--- config.mk ---
export PLATFORM = sky130hd
export DESIGN_NAME = uart_tx_arbiter
export DESIGN_NICKNAME = d
export VERILOG_FILES = /design/src/rtl/uart_tx_pkg.sv /design/src/rtl/rr_arbiter.sv /design/src/rtl/uart_tx_arbiter.sv
export SDC_FILE = /design/constraint.sdc
export NUM_CORES = 1
export LEC_CHECK = 0
export BUFFER_PORTS_ARGS = -buffer_cell sky130_fd_sc_hd__buf_4
export CAP_MARGIN = 30
export CORE_ASPECT_RATIO = 1.1
export CORE_MARGIN = 3
export CORE_UTILIZATION = 45
export DETAILED_ROUTE_END_ITERATION = 16
export PLACE_DENSITY = 0.8
export REMOVE_ABC_BUFFERS = 1
export SYNTH_ARGS = -nofsm -noshare
export SYNTH_HDL_FRONTEND = slang
export SYNTH_SLANG_ARGS = --single-unit
--- constraint.sdc ---
create_clock -name clk -period 6.59 [get_ports clk]
set_clock_uncertainty 0.05 [all_clocks]
set_input_delay 0.659 -clock clk [delete_from_list [all_inputs] [get_ports clk]]
set_output_delay 0.659 -clock clk [all_outputs]
set_load 0.01 [all_outputs]
--- src/rtl/uart_tx_pkg.sv ---
// Shared types and helpers for the UART transmit arbiter.
package uart_tx_pkg;

  typedef enum logic [1:0] {
    StIdle,
    StStart,
    StWait,
    StGap
  } uart_arb_state_t;

  localparam int unsigned FRAME_BITS_DEFAULT = 10;

  function automatic int unsigned frame_cycles(input int unsigned clks_per_bit,
                                               input int unsigned frame_bits);
    return clks_per_bit * frame_bits;
  endfunction

endpackage

--- src/rtl/rr_arbiter.sv ---
// Combinational round-robin arbiter: first asserted request at or after ptr, wrapping.
module rr_arbiter #(
  parameter int unsigned N = 4
) (
  input  logic [N-1:0]         req,
  input  logic [$clog2(N)-1:0] ptr,
  input  logic                 enable,
  output logic [N-1:0]         grant,
  output logic [$clog2(N)-1:0] grant_idx,
  output logic                 any
);

  localparam int unsigned IdxW = $clog2(N);

  function automatic logic [IdxW-1:0] wrap_idx(input logic [IdxW-1:0] p,
                                               input int unsigned off);
    int unsigned s;
    s = 32'(p) + off;
    if (s >= N) s = s - N;
    return s[IdxW-1:0];
  endfunction

  always_comb begin
    grant     = '0;
    grant_idx = '0;
    any       = 1'b0;
    if (enable) begin
      for (int unsigned i = 0; i < N; i++) begin
        if (!any && req[wrap_idx(ptr, i)]) begin
          any                    = 1'b1;
          grant_idx              = wrap_idx(ptr, i);
          grant[wrap_idx(ptr, i)] = 1'b1;
        end
      end
    end
  end

endmodule

--- src/rtl/uart_tx_arbiter.sv ---
// Round-robin sharing of one UART transmitter; frames are timed locally.
// Define UART_TX_ARB_GAP_EN to insert one idle bit time after every frame.
module uart_tx_arbiter
  import uart_tx_pkg::*;
#(
  parameter int unsigned NUM_REQ      = 4,
  parameter int unsigned DATA_W       = 8,
  parameter int unsigned CLKS_PER_BIT = 868,
  parameter int unsigned FRAME_BITS   = FRAME_BITS_DEFAULT
) (
  input  logic                        clk,
  input  logic                        i_reset,
  input  logic [NUM_REQ-1:0]          i_req_valid,
  input  logic [NUM_REQ*DATA_W-1:0]   i_req_data,
  output logic [NUM_REQ-1:0]          o_req_ready,
  output logic                        o_tx_start,
  output logic [DATA_W-1:0]           o_tx_data,
  output logic                        o_busy,
  output logic [$clog2(NUM_REQ)-1:0]  o_grant_id
);

  localparam int unsigned FrameCycles = frame_cycles(CLKS_PER_BIT, FRAME_BITS);
  localparam int unsigned CntW        = $clog2(FrameCycles);
  localparam int unsigned IdxW        = $clog2(NUM_REQ);

  uart_arb_state_t   state_q, state_d;
  logic [CntW-1:0]   cnt_q, cnt_d;
  logic [IdxW-1:0]   rr_ptr_q, rr_ptr_d;
  logic [IdxW-1:0]   grant_id_q, grant_id_d;
  logic [DATA_W-1:0] tx_data_q, tx_data_d;

  logic [NUM_REQ-1:0] win_grant;
  logic [IdxW-1:0]    win_idx;
  logic               win_any;
  logic               arb_en;

  // Ready is held low during reset so no byte is consumed on a discarded edge.
  assign arb_en = (state_q == StIdle) && !i_reset;

  rr_arbiter #(
    .N(NUM_REQ)
  ) u_rr_arbiter (
    .req      (i_req_valid),
    .ptr      (rr_ptr_q),
    .enable   (arb_en),
    .grant    (win_grant),
    .grant_idx(win_idx),
    .any      (win_any)
  );

  always_comb begin
    state_d    = state_q;
    cnt_d      = cnt_q;
    rr_ptr_d   = rr_ptr_q;
    grant_id_d = grant_id_q;
    tx_data_d  = tx_data_q;
    unique case (state_q)
      StIdle: begin
        if (win_any) begin
          tx_data_d  = i_req_data[win_idx*DATA_W +: DATA_W];
          grant_id_d = win_idx;
          rr_ptr_d   = (win_idx == IdxW'(NUM_REQ - 1)) ? '0 : win_idx + 1'b1;
          state_d    = StStart;
        end
      end
      StStart: begin
        cnt_d   = CntW'(FrameCycles - 1);
        state_d = StWait;
      end
      StWait: begin
        if (cnt_q == '0) begin
`ifdef UART_TX_ARB_GAP_EN
          cnt_d   = CntW'(CLKS_PER_BIT - 1);
          state_d = StGap;
`else
          state_d = StIdle;
`endif
        end else begin
          cnt_d = cnt_q - 1'b1;
        end
      end
`ifdef UART_TX_ARB_GAP_EN
      StGap: begin
        if (cnt_q == '0) begin
          state_d = StIdle;
        end else begin
          cnt_d = cnt_q - 1'b1;
        end
      end
`endif
      default: state_d = StIdle;
    endcase
  end

  always_ff @(posedge clk) begin
    if (i_reset) begin
      state_q    <= StIdle;
      cnt_q      <= '0;
      rr_ptr_q   <= '0;
      grant_id_q <= '0;
      tx_data_q  <= '0;
    end else begin
      state_q    <= state_d;
      cnt_q      <= cnt_d;
      rr_ptr_q   <= rr_ptr_d;
      grant_id_q <= grant_id_d;
      tx_data_q  <= tx_data_d;
    end
  end

  assign o_req_ready = win_grant;
  assign o_tx_start  = (state_q == StStart);
  assign o_busy      = (state_q != StIdle);
  assign o_tx_data   = tx_data_q;
  assign o_grant_id  = grant_id_q;

endmodule

==> results_dict.tcl <==
set metrics [dict create \
    ys_seq_area_frac 0.272 \
    grt_max_degree 24 \
    die_area_um2 5430 \
    final_cell_mix "53 x buf_4, 28 x nor2_1, 28 x dfxtp_1" \
    dr.pass1.iters 4 \
    synth_edf_count 0 \
    layout_min_cycle_time_ns 4.26 \
    clockRootBuffer "clkbuf_8" \
    cap_violations 0 \
    endpoint_kind "output port" \
    drive_above_1_share 0.278 \
    ys.flop_type "dfxtp_1" \
    dp_hpwl_um 3830 \
    slew_violations 0 \
    viasPerCell 5.66 \
    top_level_ports 54 \
    critPathLaunchType "flip-flop" \
    insertion_delay_ns 0.28 \
    ctsHtreeMaxLevel 1 \
    rows 25 \
    grt_pass1_wl_um 8830 \
    cts_tree "built" \
    tns_ns 0 \
    layout_setup_ws_ns 2.33 \
    num_vias 1912 \
    grt_pass1_vias 1851 \
    cp_top_family "simple AND/OR/NAND/NOR gates" \
    final_common_cell "buf_4" \
    die_h_um 77.0 \
    setup_viol 0 \
    hold_class "flip-flop to flip-flop" \
    port_buffers 53 \
    cp_max_fo 14 \
    max_stage_delay_ns 0.70 \
    total_leakage_power_nw 1.06 \
    synth_largest_area_cell "dfxtp_1" \
    worstPathArrival_ns 3.56 \
    drt-initial-drc-count 68 \
    grt_use_total 0.196 \
    p_per_area_nw_per_um2 373 \
    pre_cts_ws_ns 2.66 \
    nets 333 \
    path_common_cell "nor2_1" \
    worst_path_max_delay_cell "dfxtp_1" \
    synth_largest_type_area_fraction 0.272 \
    fillCellCount 429 \
    cp_cell_sequence "inv_1 -> ha_1 -> mux4_2 -> nor2b_1 -> a22oi_1 -> nor2_1 -> a221oi_1 -> nor2_1 -> buf_4" \
    tightest_slew_ns 0.879 \
    clk_pin_slew_ns 0.10 \
    grt_overflow_total 0 \
    finalHoldViolCount 0 \
    cts_max_path_buffers 2 \
    synth_cells 238 \
    rsz0062_at_grt "false" \
    cts_hold_buf 0 \
    syn_to_final_growth_pct 23.4 \
    fin_crit_sh 0.647 \
    synthTopCellsByArea "dfxtp_1 27%, ha_1 6.1%, nor2_1 5.1%, mux4_2 4.4%, nand2_1 3.8%" \
    drc 0 \
    yosys_warnings 0 \
    routed_wl_um 5110 \
    die_w_um 70.5 \
    routedWlPerCell_um 15.1 \
    worstPathRequired_ns 5.88 \
    cts_buffers 3 \
    synth-async-reset-ratio 0 \
    synth-seq-cells 28 \
    status "completed" \
    irDropWorstVdd_v 0.000205 \
    core-area_um2 4350 \
    cts_sinks 28 \
    synth_area_per_cell_um2 8.66 \
    synth.distinct_cells 62 \
    ctsResizeCount 0 \
    worst-path-buf-inv 2 \
    gp_congestion 0.791 \
    crit_type "flip-flop to output port" \
    relSlewSlack 0.410 \
    antenna_found_initial 0 \
    netlist_area_um2 2060 \
    diodes 0 \
    antenna_left 0 \
    post_cts_buffers 0 \
    max_freq_mhz 234 \
    initial_core_util 0.474 \
]
[synthesized netlist by cell type (2+ instances only)]
master,instances
a211oi_1,4
a21oi_1,10
a221oi_1,5
a22oi_1,4
a31oi_1,5
a32o_1,2
buf_2,6
buf_6,2
clkbuf_1,3
dfxtp_1,28
ha_1,10
inv_1,17
mux2_2,2
mux2i_1,6
mux4_2,4
nand2_1,21
nand2b_1,2
nand3_1,3
nand3b_1,2
nor2_1,28
nor3_1,11
nor4_1,2
o211ai_1,8
o221ai_1,3
o311ai_1,3
o31ai_1,2
or3_1,2
xnor2_1,6
xor2_1,4
[power breakdown]
part / leakage (nW) / internal (mW) / switching (mW) / total (mW)
combinational: 0.791 / 0.258 / 0.295 / 0.553
sequential: 0.231 / 0.211 / 0.0474 / 0.259
clock: 0.0357 / 0.0814 / 0.0563 / 0.138
[metal layers]
metal / part of all wire / global-route usage / vias up
met5: 0 / 0 / -
met4: 0.0082 / 0.0441 / 0
met3: 0.038 / 0.0341 / 5
met2: 0.53 / 0.356 / 33
met1: 0.43 / 0.239 / 896
li1: - / - / 978
[through the flow]
stage                     hold slack [ns]  instance area, µm²  power, mW  cells  utilization
after floorplan                     0.406                1990      0.652    226            -
after detailed placement            0.393                2470      0.814    334        0.569
after CTS                           0.407                2540      0.954    338        0.585
after global placement              0.385                2460      0.794    333        0.565
after global routing                0.425                2540       1.03    338        0.585
final                               0.407                2540      0.950    338        0.585
[worst min-delay path: stages (launching register included)]
cell     delay, ns
dfxtp_1       0.33
nand2_1       0.05
nand2_1       0.04
[worst paths after layout]
path | start | endpoint | slack (ns) | depth (start not counted)
worst max register to register | rr_ptr_q[0] | o_tx_data[4] | 2.82 | 8
worst min-delay path | o_grant_id[0] | o_grant_id[0] | 0.41 | 2
worst min register to register | o_grant_id[0] | o_grant_id[0] | 0.41 | 2
worst max-delay path | rr_ptr_q[0] | o_req_ready[2] | 2.33 | 9
[registers in the layout (all words and copies together), names as in the netlist]
name / cells
state_q: 2
o_tx_data: 8
cnt_q: 14
rr_ptr_q: 2
o_grant_id: 2
[final cells by class]
type,count,area [µm²],area share
clock buffer,3,41.3,0.0162
clock inverter,1,30.0,0.0118
inverter,17,63.8,0.0251
tap,54,67.6,0.0266
multi-input combinational,181,1370,0.538
sequential,28,561,0.220
timing repair buffer,54,413,0.162
[kinds of logic (layout without fill, tap and decap cells)]
group / Yosys count / in the layout / share of synthesized area
simple gates: 84 / 84 / 0.210
compound gates: 64 / 64 / 0.253
buf+inv: 29 / 75 / 0.0644
flops: 28 / 28 / 0.272
mux: 12 / 12 / 0.0838
xor+xnor: 11 / 11 / 0.0559
fa+ha+maj: 10 / 10 / 0.0607
(Power assumes the default switching activity.)
